==> config.mk <==
export PLATFORM = sky130hd
export DESIGN_NAME = addsub_cla_seq_flat
export DESIGN_NICKNAME = d
export VERILOG_FILES = /design/src/rtl/addsub_cla_seq_if.sv /design/src/rtl/addsub_cla_seq.sv /design/src/flat_wrapper.sv
export SDC_FILE = /design/constraint.sdc
export NUM_CORES = 1
export LEC_CHECK = 0
export CAP_MARGIN = 20
export CORE_UTILIZATION = 37
export CTS_BUF_LIST = sky130_fd_sc_hd__clkbuf_8 sky130_fd_sc_hd__clkbuf_16
export DETAILED_ROUTE_END_ITERATION = 10
export GPL_TIMING_DRIVEN = 1
export PLACE_DENSITY = 0.7
export SLEW_MARGIN = 25
export SYNTH_ARGS = -nofsm -noshare
export SYNTH_HDL_FRONTEND = slang
export SYNTH_SLANG_ARGS = --single-unit
==> constraint.sdc <==
create_clock -name clk -period 3 [get_ports clk]
set_input_delay 0.6 -clock clk [delete_from_list [all_inputs] [get_ports clk]]
set_output_delay 0.6 -clock clk [all_outputs]
set_load 0.01 [all_outputs]
==> src/rtl/addsub_cla_seq_if.sv <==
// Handshake bundle between the operand source and the sequential add/sub unit.
// master: operand producer / result consumer. slave: addsub_cla_seq.
interface addsub_cla_seq_if #(
  parameter int WIDTH = 16
);
  logic             in_valid;
  logic             in_ready;
  logic             m;
  logic             ci;
  logic [WIDTH-1:0] a;
  logic [WIDTH-1:0] b;
  logic             out_valid;
  logic             out_ready;
  logic [WIDTH-1:0] sum;
  logic             cout;
  logic             ovf;
  logic             zero;
  logic             neg;

  modport master (
    output in_valid, m, ci, a, b, out_ready,
    input  in_ready, out_valid, sum, cout, ovf, zero, neg
  );

  modport slave (
    input  in_valid, m, ci, a, b, out_ready,
    output in_ready, out_valid, sum, cout, ovf, zero, neg
  );
endinterface

==> src/rtl/addsub_cla_seq.sv <==
// Sequential two's-complement adder/subtractor. One SLICE-bit carry-lookahead
// group is added per clock; the group carry ripples through carry_q, so an
// operation takes NSLICE = WIDTH/SLICE cycles in RUN.
// WIDTH must be >= 2 and a multiple of SLICE; SLICE must be >= 1.
// Optional build macro: ADDSUB_SATURATE_EN clamps the result to the signed
// limit on overflow (cout unchanged, zero/neg follow the clamped value).
module addsub_cla_seq #(
  parameter int WIDTH = 16,
  parameter int SLICE = 4
) (
  input logic            clk,
  input logic            rst_n,
  addsub_cla_seq_if.slave bus
);

  localparam int NSLICE = WIDTH / SLICE;
  localparam int CW     = (NSLICE > 1) ? $clog2(NSLICE) : 1;
  localparam logic [CW-1:0] LAST = CW'(NSLICE - 1);

  typedef enum logic [1:0] {IDLE, RUN, DONE} state_t;

  state_t           state;
  logic [WIDTH-1:0] a_q;       // latched operand A
  logic [WIDTH-1:0] b_q;       // latched conditioned operand B (~b when subtracting)
  logic [WIDTH-1:0] acc_q;     // slices of the result under construction
  logic [WIDTH-1:0] sum_q;     // last completed result, held between operations
  logic             carry_q;   // carry into the current slice
  logic [CW-1:0]    cnt_q;     // slice index being processed
  logic             in_ready_q;
  logic             out_valid_q;
  logic             cout_q;
  logic             ovf_q;
  logic             zero_q;
  logic             neg_q;

  logic [SLICE:0]   c;         // c[0] = slice carry-in, c[SLICE] = slice carry-out
  logic [SLICE-1:0] s;         // slice sum bits
  logic [WIDTH-1:0] acc_next;  // acc_q with the current slice merged in
  logic [WIDTH-1:0] res;       // final result as it will be presented
  logic             ovf_next;

  // Carry-lookahead for the current slice: each carry is expanded into its
  // full generate/propagate sum-of-products rather than rippled bit by bit.
  // NOTE: every variable written here gets a default first, so no path
  // leaves one unassigned and no latch is inferred.
  always_comb begin : cla
    logic [SLICE-1:0] a_s, b_s, p, g;
    logic             term, prop;
    int               base;
    base = int'(cnt_q) * SLICE;
    a_s  = a_q[base +: SLICE];
    b_s  = b_q[base +: SLICE];
    p    = a_s ^ b_s;
    g    = a_s & b_s;
    c    = '0;
    term = 1'b0;
    prop = 1'b0;
    c[0] = carry_q;
    for (int i = 0; i < SLICE; i++) begin
      term = g[i];
      prop = p[i];
      for (int j = i - 1; j >= 0; j--) begin
        term = term | (prop & g[j]);
        prop = prop & p[j];
      end
      c[i+1] = term | (prop & carry_q);
    end
    s        = p ^ c[SLICE-1:0];
    acc_next = acc_q;
    acc_next[base +: SLICE] = s;
  end

  // Overflow uses the carry into and out of the MSB; for SLICE=1 the carry
  // into the MSB is carry_q itself (c[0]).
  always_comb begin
    ovf_next = c[SLICE] ^ c[SLICE-1];
    res      = acc_next;
`ifdef ADDSUB_SATURATE_EN
    if (ovf_next) begin
      res = a_q[WIDTH-1] ? {1'b1, {(WIDTH-1){1'b0}}} : {1'b0, {(WIDTH-1){1'b1}}};
    end
`endif
  end

  // Control FSM with registered handshake outputs and result/flag registers.
  // NOTE: all state here uses non-blocking assignments so every register
  // samples pre-edge values, independent of statement order.
  always_ff @(posedge clk or negedge rst_n) begin
    if (!rst_n) begin
      state       <= IDLE;
      a_q         <= '0;
      b_q         <= '0;
      acc_q       <= '0;
      sum_q       <= '0;
      carry_q     <= 1'b0;
      cnt_q       <= '0;
      in_ready_q  <= 1'b1;
      out_valid_q <= 1'b0;
      cout_q      <= 1'b0;
      ovf_q       <= 1'b0;
      zero_q      <= 1'b0;
      neg_q       <= 1'b0;
    end else begin
      case (state)
        IDLE: begin
          if (bus.in_valid) begin
            a_q        <= bus.a;
            b_q        <= bus.m ? ~bus.b : bus.b;
            carry_q    <= bus.ci ^ bus.m;
            cnt_q      <= '0;
            in_ready_q <= 1'b0;
            state      <= RUN;
          end
        end
        RUN: begin
          acc_q   <= acc_next;
          carry_q <= c[SLICE];
          cnt_q   <= cnt_q + 1'b1;
          if (cnt_q == LAST) begin
            sum_q       <= res;
            cout_q      <= c[SLICE];
            ovf_q       <= ovf_next;
            zero_q      <= (res == '0);
            neg_q       <= res[WIDTH-1];
            cnt_q       <= '0;
            out_valid_q <= 1'b1;
            state       <= DONE;
          end
        end
        DONE: begin
          if (bus.out_ready) begin
            out_valid_q <= 1'b0;
            in_ready_q  <= 1'b1;
            state       <= IDLE;
          end
        end
        default: state <= IDLE;
      endcase
    end
  end

  assign bus.in_ready  = in_ready_q;
  assign bus.out_valid = out_valid_q;
  assign bus.sum       = sum_q;
  assign bus.cout      = cout_q;
  assign bus.ovf       = ovf_q;
  assign bus.zero      = zero_q;
  assign bus.neg       = neg_q;

endmodule

==> src/flat_wrapper.sv <==
// flat-port wrapper written by rule: the top's interface ports become plain ports
module addsub_cla_seq_flat 
#(
  parameter int WIDTH = 16,
  parameter int SLICE = 4
)
  (clk, rst_n, bus_in_valid, bus_m, bus_ci, bus_a, bus_b, bus_out_ready, bus_in_ready, bus_out_valid, bus_sum, bus_cout, bus_ovf, bus_zero, bus_neg);
  addsub_cla_seq_if #(.WIDTH(WIDTH)) bus_i ();
  input logic clk;
  input logic rst_n;
  input wire logic [$bits(bus_i.in_valid)-1:0] bus_in_valid;
  input wire logic [$bits(bus_i.m)-1:0] bus_m;
  input wire logic [$bits(bus_i.ci)-1:0] bus_ci;
  input wire logic [$bits(bus_i.a)-1:0] bus_a;
  input wire logic [$bits(bus_i.b)-1:0] bus_b;
  input wire logic [$bits(bus_i.out_ready)-1:0] bus_out_ready;
  output wire logic [$bits(bus_i.in_ready)-1:0] bus_in_ready;
  output wire logic [$bits(bus_i.out_valid)-1:0] bus_out_valid;
  output wire logic [$bits(bus_i.sum)-1:0] bus_sum;
  output wire logic [$bits(bus_i.cout)-1:0] bus_cout;
  output wire logic [$bits(bus_i.ovf)-1:0] bus_ovf;
  output wire logic [$bits(bus_i.zero)-1:0] bus_zero;
  output wire logic [$bits(bus_i.neg)-1:0] bus_neg;
  assign bus_i.in_valid = bus_in_valid;
  assign bus_i.m = bus_m;
  assign bus_i.ci = bus_ci;
  assign bus_i.a = bus_a;
  assign bus_i.b = bus_b;
  assign bus_i.out_ready = bus_out_ready;
  assign bus_in_ready = bus_i.in_ready;
  assign bus_out_valid = bus_i.out_valid;
  assign bus_sum = bus_i.sum;
  assign bus_cout = bus_i.cout;
  assign bus_ovf = bus_i.ovf;
  assign bus_zero = bus_i.zero;
  assign bus_neg = bus_i.neg;
  addsub_cla_seq #(.WIDTH(WIDTH), .SLICE(SLICE)) u_core (.clk(clk), .rst_n(rst_n), .bus(bus_i));
endmodule
== Word-level counts from Yosys, hierarchy flattened ==
Cells that the tools add are included.

* Output and inout bits: 22
* Register bits after elaboration: 75
* Word-level logic and storage cells: 85

* Add/sub/neg operators: 2
* Eq/ne operators: 6
* Multiplexer cells: 17
* Shifts and indexed selects: 4
* Reductions and logical operators: 11
* Bitwise gates (word level): 32

{| class="wikitable"
|+ Operator list
! cell !! count
|-
| 4-bit negation with 33-bit output || 1
|-
| 4-bit by 33-bit variable shift with 16-bit output (first input constant) || 1
|-
| 4-bit by 33-bit indexed part select with 16-bit output || 1
|-
| 16-bit by 5-bit indexed part select with 4-bit output || 2
|-
| 1-bit bitwise AND || 16
|-
| 16-bit bitwise mux || 1
|-
| 16-bit logical NOT || 1
|-
| 16-bit 2-to-1 mux || 1
|-
| 16-bit inverter || 1
|-
| 2-bit 2-to-1 mux || 5
|-
| 1-bit bitwise OR || 10
|-
| 3-bit AND reduction || 3
|-
| 4-bit bitwise XOR || 2
|-
| 1-bit case mux with 2 select lines || 3
|-
| 2-bit case mux with 3 select lines || 1
|-
| 2-bit AND reduction || 3
|-
| 2-bit nonzero test || 3
|-
| 1-bit 2-to-1 mux || 5
|-
| 4-bit bitwise AND || 1
|-
| 2-bit == test (second input constant) || 2
|-
| 2-bit != test (second input constant) || 2
|-
| 2-bit case mux with 2 select lines || 1
|-
| 2-bit by 1-bit adder with 2-bit output (second input constant) || 1
|-
| 2-bit by 1-bit == test with 1-bit output (second input constant) || 1
|-
| 3 further kinds || 4
|}

== Logic depth before layout (Yosys ltp) ==
Gate-level depths: netlist of the first run.

* Word-level depth: 10
* Depth in mapped cells: 9
* Mapped depth without buffers: 8

== Worst setup path before layout of the first run ==
No wires, ideal clock.

* Path type: reg2reg
* Start: register u_core.cnt_q[0]
* End: register u_core.zero_q (netlist: u_core.bus.zero)
* Cell stages (with the launch flop): 8
* Library setup time: 0.092 ns
* Arrival: 2.976 ns
* Setup slack: -0.068 ns
* Path buffers: 1
* Period minus slack after synthesis: 3.068 ns
* Data required time: 2.908 ns
* Cells stage by stage: dfrtp_1 > buf_2 > mux4_2 > fa_1 > a41oi_1 > nand3_1 > or4b_1 > o31ai_2

* Word-level cells in the longest chain between the ends: 10
* Elaborated cells between the ends (all ways): 27
* Those cells by class: add/sub: 1; eq/ne: 1; shift: 4; mux: 1; bitwise: 18; reduce/logical: 2

{| class="wikitable"
|+ Ends and longest elaborated chain
! item !! RTL line !! source
|-
| start: declaration || addsub_cla_seq.sv:28 || <nowiki>logic [CW-1:0] cnt_q;</nowiki>
|-
| start signal: assignment || addsub_cla_seq.sv:118 || <nowiki>cnt_q <= cnt_q + 1'b1;</nowiki>
|-
| 16-bit by 5-bit indexed part select with 4-bit output (on tied branches) || addsub_cla_seq.sv:51, addsub_cla_seq.sv:52 ||
|-
| 4-bit bitwise XOR / 4-bit bitwise AND (equally long branches) || addsub_cla_seq.sv:53, addsub_cla_seq.sv:54 ||
|-
| 1-bit bitwise AND (on tied branches) || addsub_cla_seq.sv:63, addsub_cla_seq.sv:64 ||
|-
| 1-bit bitwise OR (tied with other cells) || addsub_cla_seq.sv:63 || <nowiki>term = term | (prop & g[j]);</nowiki>
|-
| 1-bit bitwise OR / 1-bit bitwise AND (equally long branches) || addsub_cla_seq.sv:63, addsub_cla_seq.sv:66 ||
|-
| 1-bit bitwise OR || addsub_cla_seq.sv:66 || <nowiki>c[i+1] = term | (prop & carry_q);</nowiki>
|-
| 4-bit bitwise XOR || addsub_cla_seq.sv:68 || <nowiki>s = p ^ c[SLICE-1:0];</nowiki>
|-
| 4-bit by 33-bit indexed part select with 16-bit output || addsub_cla_seq.sv:70 || <nowiki>acc_next[base +: SLICE] = s;</nowiki>
|-
| 16-bit bitwise mux || addsub_cla_seq.sv:70 ||
|-
| 16-bit logical NOT || addsub_cla_seq.sv:123 || <nowiki>zero_q <= (res == '0);</nowiki>
|-
| end signal: assignment || addsub_cla_seq.sv:123 ||
|-
| end: declaration || addsub_cla_seq.sv:33 || <nowiki>logic zero_q;</nowiki>
|}

Several ways; a longest one is shown, not always the timed one.
A chain may end at the register's enable or synchronous reset.

== Worst setup path after layout of the first run ==
Same ends and word-level chain as after synthesis.

==> metrics.md, run 1 <==
| Metric | Value |
|---|---|
| Final setup fails | 0 |
| Post-Syn Nets | 384 |
| Seq/Total Area, Yosys | 0.5123 |
| Synth Area per Inst | 10.83 sq um |
| CTS root buf | clkbuf_8 |
| Synthesized cell area | roughly 3600 sq um |
| Number of hold buffers added after cts | 0 |
| Setup WS pre-CTS | -0.05898 ns |
| Most frequent cells in the layout | dfrtp_1 (72), clkdlybuf4s50_1 (58), nand2_1 (53) |
| Mapped Cells | approximately 330 |
| Initial Util | 0.3860 |
| Num CTS Buffers | 9 |
| Remaining global-route overflow | 0 |
| Ys flop type | dfrtp_1 |
| Final period util | 0.9680 |
| Slew Viols, Final | 0 |
| Core outline area | about 9400 sq um |
| Row count | 35 |
| Worst min path class | input pin to asynchronous set/reset pin |
| Die ar. | between 10000 and 15000 sq um |
| Fmax | 0.3443 GHz |
| Flops & latches, synth | 74 |
| Die Ht | 100.9 um |
| R2r setup slk | 0.1 ns |
| Initial antenna violation count | 0 |
| Clock skew | 0.009088 ns |
| Final ANT Viol Nets | 0 |
| Fill count | approximately 910 |
| Fin. Hold Viols | 0 |
| Crit-path max FO | 7 |
| Ports | 60 |
| Max-cap violations | 0 |
| Initial DRC Count | 94 |
| Netlist cell types | between 40 and 50 |
| Worst path required time | 3.26 ns |
| Share of cells above drive strength 1 | 0.1654 |
| Final GP Congestion | 0.8867 |
| Drt drc | 0 |
| Total number of vias | 2627 |
| Measured slew at the worst slew-check pin | 0.8343 ns |
| CTS tree | yes |
| Setup CP Type | flop to flop |
| First-pass DRT Iterations | 5 |
| Clock tree sinks | 74 |
| Largest net degree at the start of global routing | 54 |
| Syn-to-layout area delta | 28.43% |
| Worst r2r src | u_core.cnt_q[0]$_DFFE_PN0P_ |
| Complex-gate fraction of the synthesized area | 0.1349 |
| N_diodes | 0 |
| Vias per std cell | between 4 and 5 |
| Commonest non-fill, non-tap cell in the layout | dfrtp_1 |
| Critical R2R Capture | u_core.bus.zero$_DFFE_PN0P_ |
| I/O Buffers | between 50 and 60 |
| Fin crit period | around 2.9 ns |
| GRT Total Usage | 0.1598 |
| Number of enable flip-flop cells after synthesis | 0 |
| Post-synth ARST share | 1.000 |
| Post-Synth XOR/XNOR Area | 0.04843 |
| Simple-Gate Fraction of Synth Area | 0.1287 |
| Leak Pwr | 1.986 nW |
| Final setup TNS | 0 ns |
| Post-synthesis mux area share | 0.1024 |
| Final worst setup slack | about 0.096 ns |
| DIE WIDTH | approximately 100 um |
| Clock buffer depth | 2 |
| # nets final | roughly 450 |
| HPWL after DPL | 5412 um |
| VDD IR max | 0.6353 mV |
| Vias in the first global route | 2593 |
| # H-tree levels | 3 |
| First-pass GRT wire length | ~12000 um |
| Min Hold Slack | about 0.33 ns |
| Routed length per placed instance | around 14 um |
| FF-to-FF path depth | 7 |
| Rel. slew slack | 0.4395 |
| Clock-pin slew on the worst setup and hold paths | 0.08 ns |
| RSZ-0062 raised after global routing | false |
| Final wirelength | 7491 um |
| CP Launch Type | flop |
| PD cells | ~1100 nW/um^2 |
| Critical path endpoint category | flop |
| Clock Latency Late Sink | 0.35 ns |
| Fin util | 0.4957 |
| Critical path arrival | 3.17 ns |
| Largest family of logic cells by synthesized area | compound AO/OA/AOI/OAI gates |
| Run status | finished clean |
| Adder-Cell Fraction of Synth Area | 0.04358 |
| Total power | 5.258 mW |
| Yosys warning total | 0 |
[state kept, by name (all words and copies together), names as in the netlist, 2 cells and up]
name,cells
u_core.state,2
u_core.acc_q,16
u_core.b_q,16
u_core.cnt_q,2
u_core.bus.sum,16
u_core.a_q,16
[per-stage QoR]
step	area (sq um)	cells
4_1_cts	4612	532
5_1_grt	4646	534
3_3_place_gp	4404	518
2_1_floorplan	3620	334
6_report	4646	534
3_5_place_dp	4404	518
[worst max-delay path: stages, from the launching register on]
cell     delay, ns
dfrtp_2       0.45
mux4_2        0.58
fa_1          0.56
buf_4         0.19
a21oi_1       0.19
nand3_1       0.09
or4b_1        0.51
o31ai_2       0.24
[area by class of cell]
class	instances	area [sq um]	area share
Sequential cell	74	1854	0.3991
Multi-Input combinational cell	235	1675	0.3606
Timing Repair Buffer	76	725.7	0.1562
Tap cell	129	161.4	0.03474
Clock buffer	10	137.6	0.02963
Clock inverter	4	68.82	0.01481
Inverter	6	22.52	0.004848
[logic make-up after synthesis]
logic type / after synthesis
xor gates and xnor gates: 20
DFF: 74
buffers and inverters: 25
and+or+nand+nor: 92
adders and majority gates: 12
muxes: 25
AOI/OAI and AO/OA: 86
[where the power goes]
part / internal [mW] / switching [mW]
sequential: 1.39 / 0.252
clock: 0.477 / 0.351
combinational: 1.31 / 1.48
total: 3.17 / 2.08
[what timing repair did]
action                                  CTS  global route
endpoints found under the setup margin    1             1
endpoints found under the hold margin     0             0
resized for setup                         1             3
buffers inserted                          0             2
[how the worst max path moves through the flow]
stage / start / end / cells past startpoint
floorplan: u_core.cnt_q[0]$_DFFE_PN0P_ / u_core.bus.zero$_DFFE_PN0P_ / 7
global placement: u_core.cnt_q[0]$_DFFE_PN0P_ / u_core.bus.zero$_DFFE_PN0P_ / 6
detailed placement: u_core.cnt_q[0]$_DFFE_PN0P_ / u_core.bus.zero$_DFFE_PN0P_ / 6
CTS: u_core.cnt_q[0]$_DFFE_PN0P_ / u_core.bus.zero$_DFFE_PN0P_ / 6
global route: u_core.cnt_q[0]$_DFFE_PN0P_ / u_core.bus.zero$_DFFE_PN0P_ / 8
finish: u_core.cnt_q[0]$_DFFE_PN0P_ / u_core.bus.zero$_DFFE_PN0P_ / 7
[per-layer routing]
layer | up-vias | GRT usage | share of wire
met5 | - | 0 | 0
met4 | 0 | 0.05351 | 0.013
li1 | 1295 | - | -
met2 | 74 | 0.2576 | 0.48
met3 | 11 | 0.04577 | 0.050
met1 | 1247 | 0.2071 | 0.46
[synth_stat cells, types with 2 or more instances]
cell type	n	area, sq um
o21ai_0	50	250.2
nand2_1	53	198.9
a22o_1	3	26.28
inv_1	5	18.77
ha_1	11	137.6
xnor2_1	18	157.7
nand3_1	6	30.03
xor2_1	2	17.52
buf_1	2	7.510
mux4_2	8	180.2
a32o_1	3	30.03
nor2b_1	17	106.4
dfrtp_1	73	1827
mux2_2	16	180.2
buf_2	2	10.01
a41oi_1	3	26.28
nor2_1	3	11.26
a21oi_1	22	110.1
nor3_1	3	15.01
clkbuf_1	13	48.80
No activity file was read; power rests on OpenSTA's default activity.
==> inputs of run 2 (changes only) <==
--- a/config.mk
+++ b/config.mk
@@ -7,7 +7,7 @@
 export LEC_CHECK = 0
 export CAP_MARGIN = 20
 export CORE_UTILIZATION = 37
-export CTS_BUF_LIST = sky130_fd_sc_hd__clkbuf_8 sky130_fd_sc_hd__clkbuf_16
+export CTS_BUF_LIST = sky130_fd_sc_hd__clkbuf_16
 export DETAILED_ROUTE_END_ITERATION = 10
 export GPL_TIMING_DRIVEN = 1
 export PLACE_DENSITY = 0.7
@@ -15,3 +15,4 @@
 export SYNTH_ARGS = -nofsm -noshare
 export SYNTH_HDL_FRONTEND = slang
 export SYNTH_SLANG_ARGS = --single-unit
+export TNS_END_PERCENT = 10
==> run 2 against run 1 <==
Compared with the run above:
- clock-buffer cell count fell by 1
- critical path type unchanged
- largest cell class unchanged
- clock skew down 0.0049 ns
- total power increased by 5.6%
- highest routed layer unchanged
- register-to-register slack about the same
- largest power group unchanged
- critical endpoint unchanged
- clock power grew 32%
==> metrics.md, run 2 (synthesis results as in run 1) <==
| Metric | Value |
|---|---|
| First-pass GRT wire length | 12560 um |
| I/O Buffers | 59 |
| Final period util | 0.9647 |
| Rel. slew slack | 0.4259 |
| Critical Path Source | u_core.cnt_q[0]$_DFFE_PN0P_ |
| N_diodes | 0 |
| Final GP Congestion | 0.8867 |
| Largest net degree at the start of global routing | 54 |
| Critical R2R Capture | u_core.bus.zero$_DFFE_PN0P_ |
| Die ar. | 10180 sq um |
| Commonest non-fill, non-tap cell in the layout | dfrtp_1 |
| Total number of vias | about 2600 |
| Crit-path max cell delay | just under 0.6 ns |
| RSZ-0062 raised after global routing | false |
| Run status | finished clean |
| Vias per std cell | between 4 and 5 |
| CTS root buf | clkbuf_16 |
| Fin. Hold Viols | 0 |
| Num CTS Buffers | 9 |
| CTS tree | yes |
| Critical path arrival | 3.13 ns |
| Initial antenna violation count | 0 |
| Final setup fails | 0 |
| Final ANT Viol Nets | 0 |
| Worst path required time | 3.24 ns |
| Vias in the first global route | 2640 |
| Setup CP Type | flop to flop |
| Most frequent cells in the layout | dfrtp_1 (72), clkdlybuf4s50_1 (58), nand2_1 (53) |
| Clock Latency Late Sink | 0.33 ns |
| Clock tree sinks | 74 |
| Crit-path max FO | 7 |
| Final worst setup slack | 0.1060 ns |
| HPWL after DPL | roughly 5400 um |
| Initial Util | 0.3860 |
| Core outline area | between 9000 and 10000 sq um |
| FF-to-FF path depth | 7 |
| CP Launch Type | flop |
| First-pass DRT Iterations | 4 |
| Share of cells above drive strength 1 | 0.1679 |
| Max-cap violations | 0 |
| # nets final | 452 |
| Final setup TNS | 0 ns |
| Clock buffer depth | 2 |
| Drt drc | 0 |
| Setup WS pre-CTS | -0.05898 ns |
| Clock skew | ~0.0042 ns |
| CP endpoint | u_core.bus.zero$_DFFE_PN0P_ |
| CP cell instances | mux4_2 > fa_1 > buf_4 > a21oi_1 > nand3_1 > or4b_1 > o31ai_2 |
| Number of hold buffers added after cts | 0 |
| R2r setup slk | ~0.11 ns |
| Syn-to-layout area delta | 31.17% |
| Leak Pwr | 2.028 nW |
| Worst r2r src | u_core.cnt_q[0]$_DFFE_PN0P_ |
| Fin crit period | a little under 3 ns |
| Critical-path cell with the highest stage delay | mux4_2 |
| Critical path endpoint category | flop |
| Ports | 60 |
| Clock-pin slew on the worst setup and hold paths | about 0.06 ns |
| Routed length per placed instance | 14.02 um |
| Fin util | 0.5063 |
| Die Ht | 100.9 um |
| Row count | 35 |
| Measured slew at the worst slew-check pin | 0.8545 ns |
| # H-tree levels | 3 |
| Final wirelength | 7487 um |
| GRT Total Usage | 0.1635 |
| PD cells | 1170 nW/um^2 |
| Fmax | 0.3455 GHz |
| Worst min path class | input pin to asynchronous set/reset pin |
| DIE WIDTH | 100.9 um |
| Slew Viols, Final | 0 |
| Remaining global-route overflow | 0 |
| VDD IR max | 0.6801 mV |
| Initial DRC Count | 100 |
==> run 2: stage by stage <==
| stage | area (sq um) | cells | power (mW) | hold WS [ns] |
|---|---|---|---|---|
| 2_1_floorplan | 3620 | 334 | 3.385 | 0.3044 |
| 3_3_place_gp | 4404 | 518 | 4.321 | 0.4568 |
| 3_5_place_dp | 4404 | 518 | 4.387 | 0.4650 |
| 4_1_cts | 4703 | 532 | 5.508 | 0.3760 |
| 5_1_grt | 4745 | 534 | 5.942 | 0.4158 |
| 6_report | 4745 | 534 | 5.552 | 0.3470 |
==> run 2: how the worst min path moves through the flow <==
stage                                            from                     endpoint  slack (ns)  depth (start not counted)
after floorplan                                 rst_n    u_core.a_q[0]$_DFFE_PN0P_        0.30                          0
final                                           rst_n   u_core.b_q[12]$_DFFE_PN0P_        0.35                          1
after global routing                            rst_n    u_core.b_q[9]$_DFFE_PN0P_        0.42                          1
after global placement    u_core.acc_q[0]$_DFFE_PN0P_  u_core.acc_q[0]$_DFFE_PN0P_        0.46                          2
after CTS                                       rst_n    u_core.b_q[3]$_DFFE_PN0P_        0.38                          1
after detailed placement  u_core.acc_q[0]$_DFFE_PN0P_  u_core.acc_q[0]$_DFFE_PN0P_        0.47                          2
==> run 2: worst max-delay path, delay by kind of cell, from the launching register on <==
kind | cells | cell delay (ns)
DFF | 1 | 0.44
buffers and inverters | 1 | 0.18
AOI/OAI and AO/OA | 2 | 0.44
muxes | 1 | 0.58
and+or+nand+nor | 2 | 0.60
adders and majority gates | 1 | 0.55
==> run 2: cell type report <==
cell class / count / area, sq um
Sequential cell: 74 / 1854
Multi-Input combinational cell: 235 / 1683
Clock buffer: 9 / 225.2
Timing Repair Buffer: 76 / 725.7
Clock inverter: 5 / 72.57
Tap cell: 129 / 161.4
Inverter: 6 / 22.52
Fill cell: 893 / 4627
==> run 2: report_power, final <==
| part | switching, mW | internal, mW |
|---|---|---|
| Sequential | 0.252 | 1.39 |
| Combinational | 1.50 | 1.31 |
| Clock | 0.383 | 0.710 |
==> run 2: timing repair <==
item	4_1_cts	5_1_grt
gates resized for setup	1	5
pin swaps	0	0
gates cloned	0	0
setup endpoints to repair	1	1
buffers inserted	0	2
==> run 2: layer usage <==
| metal | part of all wire | track usage | up-vias |
|---|---|---|---|
| met3 | 0.046 | 0.05201 | 11 |
| met1 | 0.45 | 0.2049 | 1255 |
| li1 | - | - | 1300 |
| met4 | 0.015 | 0.05797 | 0 |
| met2 | 0.49 | 0.2666 | 74 |
| met5 | 0 | 0 | - |
==> inputs of run 3 (changes only) <==
--- a/config.mk
+++ b/config.mk
@@ -10,7 +10,7 @@
 export CTS_BUF_LIST = sky130_fd_sc_hd__clkbuf_16
 export DETAILED_ROUTE_END_ITERATION = 10
 export GPL_TIMING_DRIVEN = 1
-export PLACE_DENSITY = 0.7
+export PLACE_DENSITY = 0.64
 export SLEW_MARGIN = 25
 export SYNTH_ARGS = -nofsm -noshare
 export SYNTH_HDL_FRONTEND = slang
==> run 3 against run 2 <==
Compared with the run above:
- total power down 0.79%
- non-clock buffer count down 3
- final cell count down 0.19%
- critical path type unchanged
==> metrics.md, run 3 (synthesis results as in run 1) <==
| Metric | Value |
|---|---|
| Fin. Hold Viols | 0 |
| Layout Cells excl Fill | 533 |
| First-pass GRT wire length | about 13000 um |
| I/O Buffers | 59 |
| Fill count | between 800 and 900 |
| Final setup TNS | 0 ns |
| Final ANT Viol Nets | 0 |
| Initial antenna violation count | 0 |
| CP endpoint | u_core.bus.zero$_DFFE_PN0P_ |
| CTS root buf | clkbuf_16 |
| Post-CTS Setup Inserts | 0 |
| Worst r2r src | u_core.cnt_q[0]$_DFFE_PN0P_ |
| Row count | 35 |
| Ports | 60 |
| # nets final | about 450 |
| CTS tree | yes |
| DP Area | 4397 sq um |
| Remaining global-route overflow | 0 |
| HPWL after DPL | around 5400 um |
| Clock skew | between 0.005 and 0.006 ns |
| Critical path endpoint category | flop |
| Worst path required time | 3.24 ns |
| Max-cap violations | 0 |
| # H-tree levels | 3 |
| First-pass DRT Iterations | 4 |
| R2r setup slk | 0.17 ns |
| DIE WIDTH | 100.9 um |
| Critical R2R Capture | u_core.bus.zero$_DFFE_PN0P_ |
| Vias per std cell | 4.908 |
| Crit-path max cell delay | approximately 0.57 ns |
| CP Launch Type | flop |
| Drt drc | 0 |
| Vias in the first global route | 2624 |
| Routed length per placed instance | 13.92 um |
| Critical path arrival | 3.07 ns |
| Final GP Congestion | between 0.7 and 0.8 |
| Clock-pin slew on the worst setup and hold paths | around 0.060 ns |
| CP cell instances | mux4_2 > fa_1 > a41oi_1 > nand3_1 > or4b_1 > o31ai_2 |
| Leak Pwr | 2.013 nW |
| FF-to-FF path depth | 6 |
| Footprint of the multi-input gates | about 1700 sq um |
| Crit-path leading delay family | simple AND/OR/NAND/NOR gates |
| Critical Path Source | u_core.cnt_q[0]$_DFFE_PN0P_ |
| CP Depth | 6 |
| VDD IR max | 0.5733 mV |
| Share of cells above drive strength 1 | 0.1683 |
| Final wirelength | 7417 um |
| Die ar. | roughly 10000 sq um |
| N_diodes | 0 |
| Clock buffer depth | 2 |
| RSZ-0062 raised after global routing | false |
| Most frequent cells in the layout | dfrtp_1 (72), clkdlybuf4s50_1 (58), nand2_1 (53) |
| Setup WS pre-CTS | 0.06363 ns |
| Setup CP Type | flop to flop |
| Commonest non-fill, non-tap cell in the layout | dfrtp_1 |
| Measured slew at the worst slew-check pin | ~0.85 ns |
| Run status | finished clean |
| Post-Place Cells | 517 |
| Crit-path max FO | 5 |
| Initial DRC Count | 98 |
| Clock Latency Late Sink | 0.33 ns |
| Num CTS Buffers | 9 |
| Total number of vias | 2616 |
| Die Ht | 100.9 um |
| Rel. slew slack | 0.4293 |
| Final setup fails | 0 |
| Final period util | 0.9437 |
| GRT Total Usage | 0.1688 |
| Initial Util | 0.3860 |
| Slew Viols, Final | 0 |
| Total power | 5.508 mW |
| Fmax | 0.3532 GHz |
| Clock tree sinks | 74 |
| Design area | 4715 sq um |
| Worst Path Buf+Inv | 0 |
| PD cells | 1168 nW/um^2 |
| Register area | 1854 sq um |
| Core outline area | approximately 9400 sq um |
| Worst min path class | input pin to asynchronous set/reset pin |
| Syn-to-layout area delta | 30.34% |
| Critical-path cell with the highest stage delay | mux4_2 |
| Final worst setup slack | 0.1690 ns |
| Largest net degree at the start of global routing | between 70 and 80 |
| Fin crit period | between 2 and 3 ns |
## run 3: cell types whose count changed in the layout (fill, tap and decap cells not counted), sizes merged
cell	previous run	this run
clkinv	2	5
buf	18	15
bufinv	2	1
## run 3: where the power goes
group,leakage (nW),switching (mW),internal [mW],total [mW]
registers,0.946,0.263,1.39,1.66
logic,0.919,1.53,1.30,2.83
clock network,0.148,0.388,0.634,1.02
## run 3: cell type report
type                       count  share of cell area
clock buffer                   9             0.04777
clock inverter                 7             0.01300
inverter                       6            0.004777
multi-input combinational    235              0.3578
sequential                    74              0.3933
tap                          129             0.03424
timing repair buffer          73              0.1492
## run 3: worst min-delay path by stage
stage                                       startpoint                             end  slack [ns]
after floorplan                                  rst_n       u_core.a_q[0]$_DFFE_PN0P_        0.30
after global placement    u_core.acc_q[10]$_DFFE_PN0P_    u_core.acc_q[10]$_DFFE_PN0P_        0.46
after detailed placement   u_core.acc_q[7]$_DFFE_PN0P_     u_core.acc_q[7]$_DFFE_PN0P_        0.47
after CTS                                        rst_n  u_core.bus.sum[13]$_DFFE_PN0P_        0.32
after global routing                             rst_n  u_core.bus.sum[14]$_DFFE_PN0P_        0.33
final                                            rst_n  u_core.bus.sum[12]$_DFFE_PN0P_        0.28
## run 3: metal layers
layer  track usage  share of wire  up-vias
met3       0.04230          0.048       10
met5             0              0        -
met4       0.06020          0.017        0
met2        0.2640           0.46       73
li1              -              -     1298
met1        0.2281           0.47     1235
## run 3: timing repair
item                                    CTS  global route
endpoints found under the hold margin     0             0
resized for setup                         0             8
hold buffers                              0             0
endpoints found under the setup margin    0             8
## run 3: stage by stage
stage | util | hold slack, ns
after floorplan | - | 0.3044
after global placement | 0.4692 | 0.4571
after detailed placement | 0.4692 | 0.4701
after CTS | 0.4997 | 0.3175
after global routing | 0.5031 | 0.3311
final | 0.5031 | 0.2771
